$ cat config.mk
export PLATFORM = sky130hd
export DESIGN_NAME = jedro_1_wb_arbiter
export DESIGN_NICKNAME = d
export VERILOG_FILES = /design/src/rtl/jedro_1_wb_arbiter.sv
export SDC_FILE = /design/constraint.sdc
export NUM_CORES = 1
export LEC_CHECK = 0
export BUFFER_PORTS_ARGS = -buffer_cell sky130_fd_sc_hd__buf_2
export CAP_MARGIN = 25
export CORE_UTILIZATION = 48
export CTS_CLUSTER_SIZE = 12
export DETAILED_ROUTE_END_ITERATION = 10
export PLACE_DENSITY_LB_ADDON = 0.15
export SYNTH_ARGS = -nofsm -noshare
export SYNTH_HDL_FRONTEND = slang
export SYNTH_SLANG_ARGS = --single-unit
$ cat constraint.sdc
create_clock -name clk_i -period 3.34 [get_ports clk_i]
set_input_delay 0.167 -clock clk_i [delete_from_list [all_inputs] [get_ports clk_i]]
set_output_delay 0.167 -clock clk_i [all_outputs]
set_load 0.01 [all_outputs]
$ cat src/rtl/jedro_1_wb_arbiter.sv
// rtl/jedro_1_wb_arbiter.sv - N-source writeback arbiter with per-source FIFOs driving one register-file write port
module jedro_1_wb_arbiter #(
    parameter int NUM_SRC        = 2,
    parameter int FIFO_DEPTH     = 2,
    parameter int ARB_MODE       = 0,
    parameter int DATA_WIDTH     = 32,
    parameter int REG_ADDR_WIDTH = 5
) (
    input  logic                               clk_i,
    input  logic                               rstn_i,
    input  logic                               flush_i,
    input  logic [NUM_SRC-1:0]                 src_valid_i,
    output logic [NUM_SRC-1:0]                 src_ready_o,
    input  logic [NUM_SRC*REG_ADDR_WIDTH-1:0]  src_addr_i,
    input  logic [NUM_SRC*DATA_WIDTH-1:0]      src_data_i,
    output logic                               rf_we_o,
    output logic [REG_ADDR_WIDTH-1:0]          rf_addr_o,
    output logic [DATA_WIDTH-1:0]              rf_data_o,
    input  logic [REG_ADDR_WIDTH-1:0]          query_addr_i,
    output logic                               query_hit_o
);
    localparam int PTR_W = $clog2(FIFO_DEPTH);
    localparam int CNT_W = PTR_W + 1;
    localparam int IDX_W = $clog2(NUM_SRC);
    localparam int RW    = REG_ADDR_WIDTH;
    localparam int DW    = DATA_WIDTH;
    localparam logic [IDX_W-1:0] LAST_IDX = IDX_W'(NUM_SRC - 1);
    localparam logic [CNT_W-1:0] FULL_CNT = CNT_W'(FIFO_DEPTH);

    logic [RW-1:0]    r_fifo_addr [NUM_SRC][FIFO_DEPTH];
    logic [DW-1:0]    r_fifo_data [NUM_SRC][FIFO_DEPTH];
    logic [PTR_W-1:0] r_wptr      [NUM_SRC];
    logic [PTR_W-1:0] r_rptr      [NUM_SRC];
    logic [CNT_W-1:0] r_count     [NUM_SRC];
    logic [IDX_W-1:0] r_rr_ptr;
    logic             r_we;
    logic [RW-1:0]    r_addr;
    logic [DW-1:0]    r_data;

    logic [NUM_SRC-1:0] w_accept;
    logic [NUM_SRC-1:0] w_req;
    logic [NUM_SRC-1:0] w_grant;
    logic [NUM_SRC-1:0] w_push;
    logic [NUM_SRC-1:0] w_pop;
    logic [RW-1:0]      w_req_addr [NUM_SRC];
    logic [DW-1:0]      w_req_data [NUM_SRC];
    logic               w_any_grant;
    logic [IDX_W-1:0]   w_grant_idx;
    logic [IDX_W-1:0]   w_cand;
    logic [PTR_W-1:0]   w_off;
    logic               w_hit;

    // A non-empty FIFO presents its head; an empty one presents the incoming entry (bypass).
    always_comb begin
        src_ready_o = '0;
        w_accept    = '0;
        w_req       = '0;
        for (int k = 0; k < NUM_SRC; k++) begin
            src_ready_o[k] = (r_count[k] != FULL_CNT) && !flush_i && rstn_i;
            w_accept[k]    = src_valid_i[k] && src_ready_o[k] && (src_addr_i[k*RW +: RW] != '0);
            w_req[k]       = ((r_count[k] != '0) || w_accept[k]) && !flush_i;
            if (r_count[k] != '0) begin
                w_req_addr[k] = r_fifo_addr[k][r_rptr[k]];
                w_req_data[k] = r_fifo_data[k][r_rptr[k]];
            end else begin
                w_req_addr[k] = src_addr_i[k*RW +: RW];
                w_req_data[k] = src_data_i[k*DW +: DW];
            end
        end
    end

    always_comb begin
        w_any_grant = 1'b0;
        w_grant_idx = '0;
        w_cand      = '0;
        if (ARB_MODE == 0) begin
            for (int i = NUM_SRC - 1; i >= 0; i--) begin
                if (w_req[i]) begin
                    w_any_grant = 1'b1;
                    w_grant_idx = IDX_W'(i);
                end
            end
        end else begin
            // Scan backwards so the nearest requester after rr_ptr is written last.
            for (int i = NUM_SRC; i >= 1; i--) begin
                w_cand = IDX_W'((int'(r_rr_ptr) + i) % NUM_SRC);
                if (w_req[w_cand]) begin
                    w_any_grant = 1'b1;
                    w_grant_idx = w_cand;
                end
            end
        end
    end

    always_comb begin
        w_grant = '0;
        w_pop   = '0;
        w_push  = '0;
        for (int k = 0; k < NUM_SRC; k++) begin
            w_grant[k] = w_any_grant && (w_grant_idx == IDX_W'(k));
            w_pop[k]   = w_grant[k] && (r_count[k] != '0);
            w_push[k]  = w_accept[k] && !(w_grant[k] && (r_count[k] == '0));
        end
    end

    always_ff @(posedge clk_i) begin
        if (!rstn_i) begin
            for (int k = 0; k < NUM_SRC; k++) begin
                r_count[k] <= '0;
                r_wptr[k]  <= '0;
                r_rptr[k]  <= '0;
            end
            r_rr_ptr <= LAST_IDX;
            r_we     <= 1'b0;
            r_addr   <= '0;
            r_data   <= '0;
        end else if (flush_i) begin
            for (int k = 0; k < NUM_SRC; k++) begin
                r_count[k] <= '0;
                r_wptr[k]  <= '0;
                r_rptr[k]  <= '0;
            end
            r_rr_ptr <= LAST_IDX;
            r_we     <= 1'b0;
        end else begin
            for (int k = 0; k < NUM_SRC; k++) begin
                if (w_push[k]) begin
                    r_fifo_addr[k][r_wptr[k]] <= src_addr_i[k*RW +: RW];
                    r_fifo_data[k][r_wptr[k]] <= src_data_i[k*DW +: DW];
                    r_wptr[k]                 <= r_wptr[k] + 1'b1;
                end
                if (w_pop[k]) begin
                    r_rptr[k] <= r_rptr[k] + 1'b1;
                end
                r_count[k] <= r_count[k] + CNT_W'(w_push[k]) - CNT_W'(w_pop[k]);
            end
            r_we <= w_any_grant;
            if (w_any_grant) begin
                r_addr   <= w_req_addr[w_grant_idx];
                r_data   <= w_req_data[w_grant_idx];
                r_rr_ptr <= w_grant_idx;
            end
        end
    end

    // Hazard if the register is queued, arriving now, or being written this cycle.
    always_comb begin
        w_hit = 1'b0;
        w_off = '0;
        for (int k = 0; k < NUM_SRC; k++) begin
            for (int j = 0; j < FIFO_DEPTH; j++) begin
                w_off = PTR_W'(j) - r_rptr[k];
                if (({1'b0, w_off} < r_count[k]) && (r_fifo_addr[k][j] == query_addr_i)) begin
                    w_hit = 1'b1;
                end
            end
            if (w_accept[k] && (src_addr_i[k*RW +: RW] == query_addr_i)) begin
                w_hit = 1'b1;
            end
        end
        if (r_we && (r_addr == query_addr_i)) begin
            w_hit = 1'b1;
        end
    end

    assign query_hit_o = (query_addr_i != '0) && w_hit;
    assign rf_we_o     = r_we;
    assign rf_addr_o   = r_addr;
    assign rf_data_o   = r_data;
endmodule

# Word-level counts from Yosys, hierarchy flattened
# Memories as Yosys holds them, arrays and structs flattened.
# Cells that the tools add are included.
totals:
  input_bits: 84
  elab_cells: 181
  output_inout_bits: 41
  ramBits: 156
  mem_count: 5
  ff_bits: 38
op_classes:
  n_bitwise: 20
  mux: 79
  n_reduce_logical: 42
  n_lt_le_gt_ge: 11
  addsub: 12
  eq_ne: 9
memory_table:
  columns: ["memory", "depth", "width", "read_ports", "rd_ports_with_merged_regs", "write_ports", "line", "rtl"]
  rows:
  - ["r_fifo_data", 2, 64, 2, 0, 2, "31", "logic [DW-1:0] r_fifo_data [NUM_SRC][FIFO_DEPTH];"]
  - ["r_fifo_addr", 2, 10, 2, 0, 2, "30", "logic [RW-1:0] r_fifo_addr [NUM_SRC][FIFO_DEPTH];"]
  - ["r_count", 2, 2, 2, 0, 2, "34", "logic [CNT_W-1:0] r_count [NUM_SRC];"]
  - ["r_rptr", 2, 1, 2, 0, 2, "33", "logic [PTR_W-1:0] r_rptr [NUM_SRC];"]
  - ["r_wptr", 2, 1, 2, 0, 2, "32", "logic [PTR_W-1:0] r_wptr [NUM_SRC];"]
op_table:
  columns: ["op", "count"]
  rows:
  - ["32-bit 2-to-1 mux", 13]
  - ["64-bit 2-to-1 mux", 2]
  - ["5-bit 2-to-1 mux", 13]
  - ["32-bit demux with 1-bit select", 2]
  - ["1-bit 2-to-1 mux", 41]
  - ["5-bit equality test", 7]
  - ["1-bit logical AND", 28]
  - ["10-bit 2-to-1 mux", 2]
  - ["5-bit nonzero test", 3]
  - ["1-bit OR", 12]
  - ["5-bit demux with 1-bit select", 2]
  - ["2-bit >= comparator (second input constant)", 5]
  - ["1-bit inverter with 2-bit output", 5]
  - ["1-bit by 2-bit less-than comparator with 1-bit output", 4]
  - ["2-bit 2-to-1 mux", 4]
  - ["1-bit adder (second input constant)", 4]
  - ["2-bit by 1-bit adder with 2-bit output", 2]
  - ["2-bit logical NOT", 2]
  - ["2-bit by 1-bit less-than comparator with 1-bit output (second input constant)", 2]
  - ["2-bit inequality test (second input constant)", 2]
  - ["2-bit nonzero test", 2]
  - ["1-bit subtractor (first input constant)", 4]
  - ["2-bit by 1-bit subtractor with 2-bit output", 2]
  - ["1-bit logical NOT", 3]
  - ["other kinds (4)", 7]

# Depth between registers and ports, before layout
# Gate-level depths: netlist of the first run.
# An unclocked memory read counts as a cell.
logic_depth:
  depth_word: 20
  depth_mapped: 13
  mapped_depth_nobuf: 10

# Worst setup path after synthesis of the first run
# Ideal clock, no wire load.
synth_timing:
  path_type: "input port to flip-flop"
  start: "input port flush_i"
  end: "memory r_fifo_addr[0][10] in the netlist's numbering (enable)"
  n_path_buf: 3
  setup_time_ns: 0.431
  t_required_ns: 2.909
  path_stages: 8
  arrival_ns: 2.823
  path_slack_ns: 0.085
  cell_sequence: "buf_2 nor2b_1 buf_2 o311a_1 buf_2 nand2b_1 o31ai_2 nor2_1"
synth_rtl:
  columns: ["element", "line", "rtl"]
  rows:
  - ["start, declared", "11", "input logic flush_i,"]
  - ["end, declared", "30", null]

==> results of run 1 <==
[area by class of cell]
type	instances	area (um2)
fill	1591	7357
tap	260	325.3
multi-input combinational	528	3725
clock buffer	25	505.5
sequential	194	5445
clock inverter	7	75.07
inverter	9	33.78
timing repair buffer	221	1551
[Yosys cell counts, drive strengths merged, types with 2 or more instances]
| library cell | count |
|---|---|
| nor2b | 3 |
| nand2b | 3 |
| a2111oi | 2 |
| or2 | 2 |
| nand3 | 5 |
| xor2 | 21 |
| nor4 | 39 |
| nor3 | 6 |
| nand2 | 79 |
| o31ai | 2 |
| or4 | 4 |
| inv | 9 |
| edfxtp | 156 |
| dfxtp | 38 |
| o211ai | 2 |
| a21o | 2 |
| o2111ai | 2 |
| clkbuf | 39 |
| o21a | 2 |
| and2 | 40 |
| a21oi | 43 |
| or3 | 36 |
| buf | 29 |
| mux2i | 74 |
| xnor2 | 18 |
| o32ai | 37 |
| nor2 | 15 |
| o211a | 37 |
| ha | 4 |
| o21ai | 40 |
| a21boi | 2 |
[state kept, by name (all words and copies together), names as in the netlist]
register / flops
r_rptr: 2
r_count: 4
rf_we_o: 1
rf_addr_o: 5
r_fifo_data: 128
r_fifo_addr: 20
rf_data_o: 32
r_wptr: 2
[metrics by stage]
stage               util [%]  total power, uW  cell area [um2]
floorplan                  -             3277             9455
global placement       54.53             3540            10370
detailed placement     54.53             3558            10370
CTS                    61.32             5608            11660
global route           61.32             5776            11660
finish                 61.32             5575            11660
[worst max path at each step]
stage,end,cells past startpoint
3_5_place_dp,r_count[0][3],10
2_1_floorplan,r_fifo_addr[0][10],8
6_report,r_count[0][3],11
4_1_cts,r_count[0][3],11
5_1_grt,r_count[0][3],11
3_3_place_gp,r_count[0][3],10
[worst max-delay path, stage by stage]
cell           delay (ns)
dlygate4sd3_1        0.54
buf_2                0.16
or3_1                0.42
o311a_2              0.36
nand2b_1             0.17
o31ai_2              0.59
inv_1                0.10
ha_1                 0.23
xnor2_1              0.16
xnor2_1              0.13
nor2_1               0.05
[logic make-up after synthesis]
group / after synthesis / share of synthesized area [%]
flip-flops: 194 / 57.66
buffers and inverters: 77 / 3.683
multiplexers: 74 / 7.843
other: 1 / 0.03971
adder cells (fa/ha/maj): 4 / 0.5300
AO/OA/AOI/OAI: 173 / 13.65
XOR/XNOR: 39 / 3.617
AND/OR/NAND/NOR: 234 / 12.98
[what timing repair did]
| item | CTS | global route |
|---|---|---|
| endpoints found under the hold margin | 169 | 0 |
| endpoints found under the setup margin | 0 | 0 |
| setup buffers | 0 | 0 |
| hold buffers | 71 | 0 |
[routing by layer]
layer  GRT usage, %  part of all wire, %  vias up
li1               -                    -     3379
met1          34.00                   45     3587
met2          42.11                   49      212
met3          4.542                  5.0       25
met4          6.678                  1.2        0
met5              0                    0        -
[report_power, final]
part	leakage (uW)	switching [uW]	internal [uW]
sequential	0.00174	52.4	2690
combinational	0.00239	458	373
clock	0.000276	869	1130
==> metrics.md, run 1 <==
| Metric | Value |
|---|---|
| Fin crit share | `86.84%` |
| Largest net degree at the start of global routing | `between 70 and 80` |
| Core Region | `between 15000 and 20000 um2` |
| Syn Std Cell Area | `9444 um2` |
| WHS | `0.06471 ns` |
| TritonCTS Buffers | `17` |
| Final min period | `slightly below 3 ns` |
| Via count | `roughly 7k` |
| Root Driver | `clkbuf_16` |
| Layout cells sized above 1 | `around a fifth` |
| CP Launch Point | `src_addr_i[0]` |
| Register area share after synthesis | `57.66%` |
| Pleak | `0.004402 uW` |
| Yosys reg bits | `roughly 190` |
| CP Max Fanout | `6` |
| CTS tree | `yes` |
| Layout Area Growth over Synthesis | `23.48%` |
| Mean post-synth cell area | `11.86 um2` |
| Outcome | `finished clean` |
| Residual DRC | `0` |
| Worst clock skew | `0.01325 ns` |
| Initial DRC Count | `490` |
| Detail Placement HPWL | `15160 um` |
| Drt pass-1 iters | `5` |
| RSZ-0062 raised after global routing | `false` |
| DP Cell Count | `1141` |
| Most frequent cells in the layout | `edfxtp_1, buf_2, nand2_1` |
| Setup TNS | `0 ns` |
| RePlAce Congestion | `approximately 0.83` |
| Final wirelength | `approximately 25000 um` |
| CP Class | `input pin to flip-flop` |
| VDD IR max | `0.3604 mV` |
| Place WS | `about 0.55 ns` |
| Ys async rst share | `0%` |
| Tightest Pin Transition | `0.8304 ns` |
| Main area contributors after synthesis | `edfxtp_1, dfxtp_1, mux2i_1` |
| Slew Limit Fails | `0` |
| Power per cell area | `478.1 nW/um2` |
| RR Endpoint | `rf_data_o[5]` |
| Hold path depth | `1` |
| Starting Density | `49.66%` |
| Layout Cells excl Fill | `~1.2k` |
| Hold path endpoint | `r_fifo_addr[0][15]` |
| Yosys top cell area share | `49.60%` |
| GR Overflow Total | `0` |
| Register-to-Register Path Depth | `6` |
| Clk sinks | `194` |
| Critical Path Sink Type | `flip-flop` |
| Main flop type after synthesis | `edfxtp_1` |
| Distinct cell type count after synthesis | `47` |
| GRT Total Usage | `roughly 25%` |
| Worst slew margin | `44.53%` |
| Die area | `around 20000 um2` |
| Most common cell after layout, fill and taps aside | `edfxtp_1` |
| EDFF count, synth | `156` |
| Endpoints failing setup | `0` |
| Worst r2r src | `r_count[0][1]` |
| Hold Path Class | `input pin to flip-flop` |
| Worst hold start | `src_addr_i[5]` |
| Final worst setup slack | `0.4397 ns` |
| ANT nets after route | `0` |
| CTS max path bufs | `2` |
| Die height | `roughly 140 um` |
| Vias in the first global route | `7112` |
| Cell Rows | `50` |
| Post_cts resized | `0` |
| DR vias/cell | `approximately 5.8` |
| Maxcap violations | `0` |
| Reg2reg setup slack | `between 0.7 and 0.8 ns` |
| Die W | `142.3 um` |
| Global-route wire length before repair | `38770 um` |
| Fin. Hold Viols | `0` |
| F_max | `344.8 MHz` |
| DR WL/cell | `19.71 um` |
| Nets | `1059` |
| N_diodes | `0` |
| Cell count after synthesis | `796` |
| CP arrival | `3.08 ns` |
| Port buffer count | `roughly 120` |
| IO Pins | `125` |
| # H-tree levels | `4` |
| Worst endpoint required time | `3.52 ns` |
| Syn. warnings | `0` |
| Clock slew at reported path FFs | `0.07 ns` |
| Largest area contributor in the netlist | `edfxtp_1` |
| Worst-Skew Late Latency | `0.43 ns` |
| Initial antenna violation count | `0` |
| Worst setup SP type | `input pin` |
No activity file was read; power rests on OpenSTA's default activity.
==> run 2: changes to the inputs <==
Settings changed: MAX_ROUTING_LAYER from default to met4.
==> metrics.md, run 2 (synthesized netlist as in run 1, its figures left out) <==
| Metric | Value |
|---|---|
| Outcome | `finished clean` |
| Starting Density | `49.66% (unchanged)` |
| Die area | `20240 um2 (unchanged)` |
| Initial antenna violation count | `0 (unchanged)` |
| Largest net degree at the start of global routing | `73 (unchanged)` |
| CP Class | `input pin to flip-flop` |
| Die height | `142.3 um (unchanged)` |
| Worst-Skew Late Latency | `0.44 ns (about the same)` |
| Tightest Pin Transition | `0.8451 ns (+0.01467 ns)` |
| CP Buf/Inv Count | `3 (unchanged)` |
| Hold-fix buffers, CTS | `70 (-1.4%)` |
| GR peak layer | `met2` |
| CP Cell Sequence | `dlygate4sd3_1 -> buf_2 -> or3_1 -> o311a_2 -> nand2b_1 -> o31ai_2 -> inv_1 -> ha_1 -> xnor2_1 -> xnor2_1 -> nor2_1` |
| Port buffer count | `124 (unchanged)` |
| CTS max path bufs | `2 (unchanged)` |
| CP arrival | `3.16 ns (+0.08 ns)` |
| Worst setup SP type | `input pin` |
| Worst slew margin | `43.66% (-0.86 points)` |
| F_max | `336.5 MHz (-2.4%)` |
| Fin crit share | `88.98% (+2.1 points)` |
| GR Overflow Total | `0 (unchanged)` |
| CP max stage delay | `0.63 ns (+0.04 ns)` |
| Fin. Hold Viols | `0 (unchanged)` |
| Clk sinks | `194 (unchanged)` |
| Met2 GRT Util | `43.68% (+1.6 points)` |
| Via count | `7265 (+0.86%)` |
| RePlAce Congestion | `0.8706 (+4.4%)` |
| Core Util, Final | `61.35% (about the same)` |
| ANT nets after route | `0 (unchanged)` |
| Vias in the first global route | `7418 (+4.3%)` |
| Stages on the worst setup path | `11 (unchanged)` |
| Met1 GRT Util | `34.18% (+0.18 points)` |
| Pleak | `0.004407 uW (+0.11%)` |
| Critical Path Sink Type | `flip-flop` |
| Power per cell area | `482.4 nW/um2 (+0.90%)` |
| Global-route wire length before repair | `39590 um (+2.1%)` |
| Endpoints failing setup | `0 (unchanged)` |
| Residual DRC | `0 (unchanged)` |
| Most common cell after layout, fill and taps aside | `edfxtp_1` |
| CTS tree | `yes` |
| Hold path depth | `1 (unchanged)` |
| Worst endpoint required time | `3.53 ns (about the same)` |
| Initial DRC Count | `515 (+5.1%)` |
| Layout Area Growth over Synthesis | `23.54% (about the same)` |
| Cell Rows | `50 (unchanged)` |
| Setup TNS | `0 ns (unchanged)` |
| TritonCTS Buffers | `17 (unchanged)` |
| Final wirelength | `25240 um (+2.9%)` |
| Register-to-Register Path Depth | `6 (unchanged)` |
| Detail Placement HPWL | `15520 um (+2.4%)` |
| Nets | `1059 (unchanged)` |
| Final min period | `2.972 ns (+0.07144 ns)` |
| # H-tree levels | `4 (unchanged)` |
| Root Driver | `clkbuf_16` |
| N_diodes | `0 (unchanged)` |
| Drt pass-1 iters | `5 (unchanged)` |
| DR vias/cell | `5.840 (+0.86%)` |
| Layout cells sized above 1 | `19.72% (unchanged)` |
| Met3 usage | `4.172% (-0.37 points)` |
| VDD IR max | `0.3497 mV (-2.9%)` |
| Most common cell on crit path | `xnor2_1` |
| Most frequent cells in the layout | `edfxtp_1, buf_2, nand2_1` |
| GRT Total Usage | `26.72% (+1.4 points)` |
| Die W | `142.3 um (unchanged)` |
| Largest register FFs | `128 (unchanged)` |
| Clock slew at reported path FFs | `0.07 ns (about the same)` |
| RSZ-0062 raised after global routing | `false` |
| Slowest cell on crit path | `o31ai_2` |
| Total Power | `5628 uW (+0.95%)` |
| Hold Path Class | `input pin to flip-flop` |
| Slew Limit Fails | `0 (unchanged)` |
| DR WL/cell | `20.29 um (+2.9%)` |
| Worst clock skew | `0.02223 ns (+0.008976 ns)` |
| Post_cts resized | `0 (unchanged)` |
| IO Pins | `125 (unchanged)` |
| CP Max Fanout | `6 (unchanged)` |
| Core Region | `19020 um2 (unchanged)` |
| Maxcap violations | `0 (unchanged)` |
| Critical path's top delay family | `compound AO/OA/AOI/OAI gates` |
| Setup Buffers After CTS | `0 (unchanged)` |
==> run 2: layout make-up <==
type,count,area [um2]
clock buffer,20,456.7
clock inverter,12,130.1
fill,1568,7351
inverter,9,33.78
multi-input combinational,528,3725
sequential,194,5445
tap,260,325.3
timing repair buffer,221,1551
==> run 2: power by group <==
part           leakage, uW  switching, uW  internal (uW)
combinational      0.00239            472            372
sequential         0.00174           48.0           2690
clock             0.000279            900           1150
total              0.00441           1420           4210
==> run 2: routing by layer <==
layer  vias up  part of all wire (%)  wire length (um)
met5         -                     0                 0
met4         0                   1.8               453
met3        32                   5.3              1338
met2       246                    49             12260
met1      3618                    44             11180
li1       3369                     -                 -
==> run 2: worst reg2reg max path, cell delays in order, from the launching register on <==
cell      delay [ns]
edfxtp_1        0.71
or2_4           0.59
buf_4           0.45
nand2_1         0.13
o211a_1         0.13
o32ai_1         0.43
a21oi_1         0.15
==> run 2: path summary, 6_finish.rpt <==
check	from	slack (ns)	to
setup reg to reg	r_count[0][1]	0.63	rf_data_o[18]
hold reg to reg	rf_data_o[3]	0.54	rf_data_o[3]
hold / removal	src_addr_i[5]	0.07	r_fifo_addr[0][15]
setup / recovery	src_addr_i[0]	0.37	r_count[0][3]
==> run 2: metrics by stage <==
stage	std cells	hold slack [ns]	instance area, um2	setup slack (ns)
floorplan	799	0.2659	9455	0.08546
global placement	1141	0.3683	10370	0.5546
detailed placement	1141	0.3736	10370	0.4891
CTS	1243	0.0005423	11660	0.3691
global route	1244	0.04401	11670	0.2457
finish	1244	0.06936	11670	0.3682
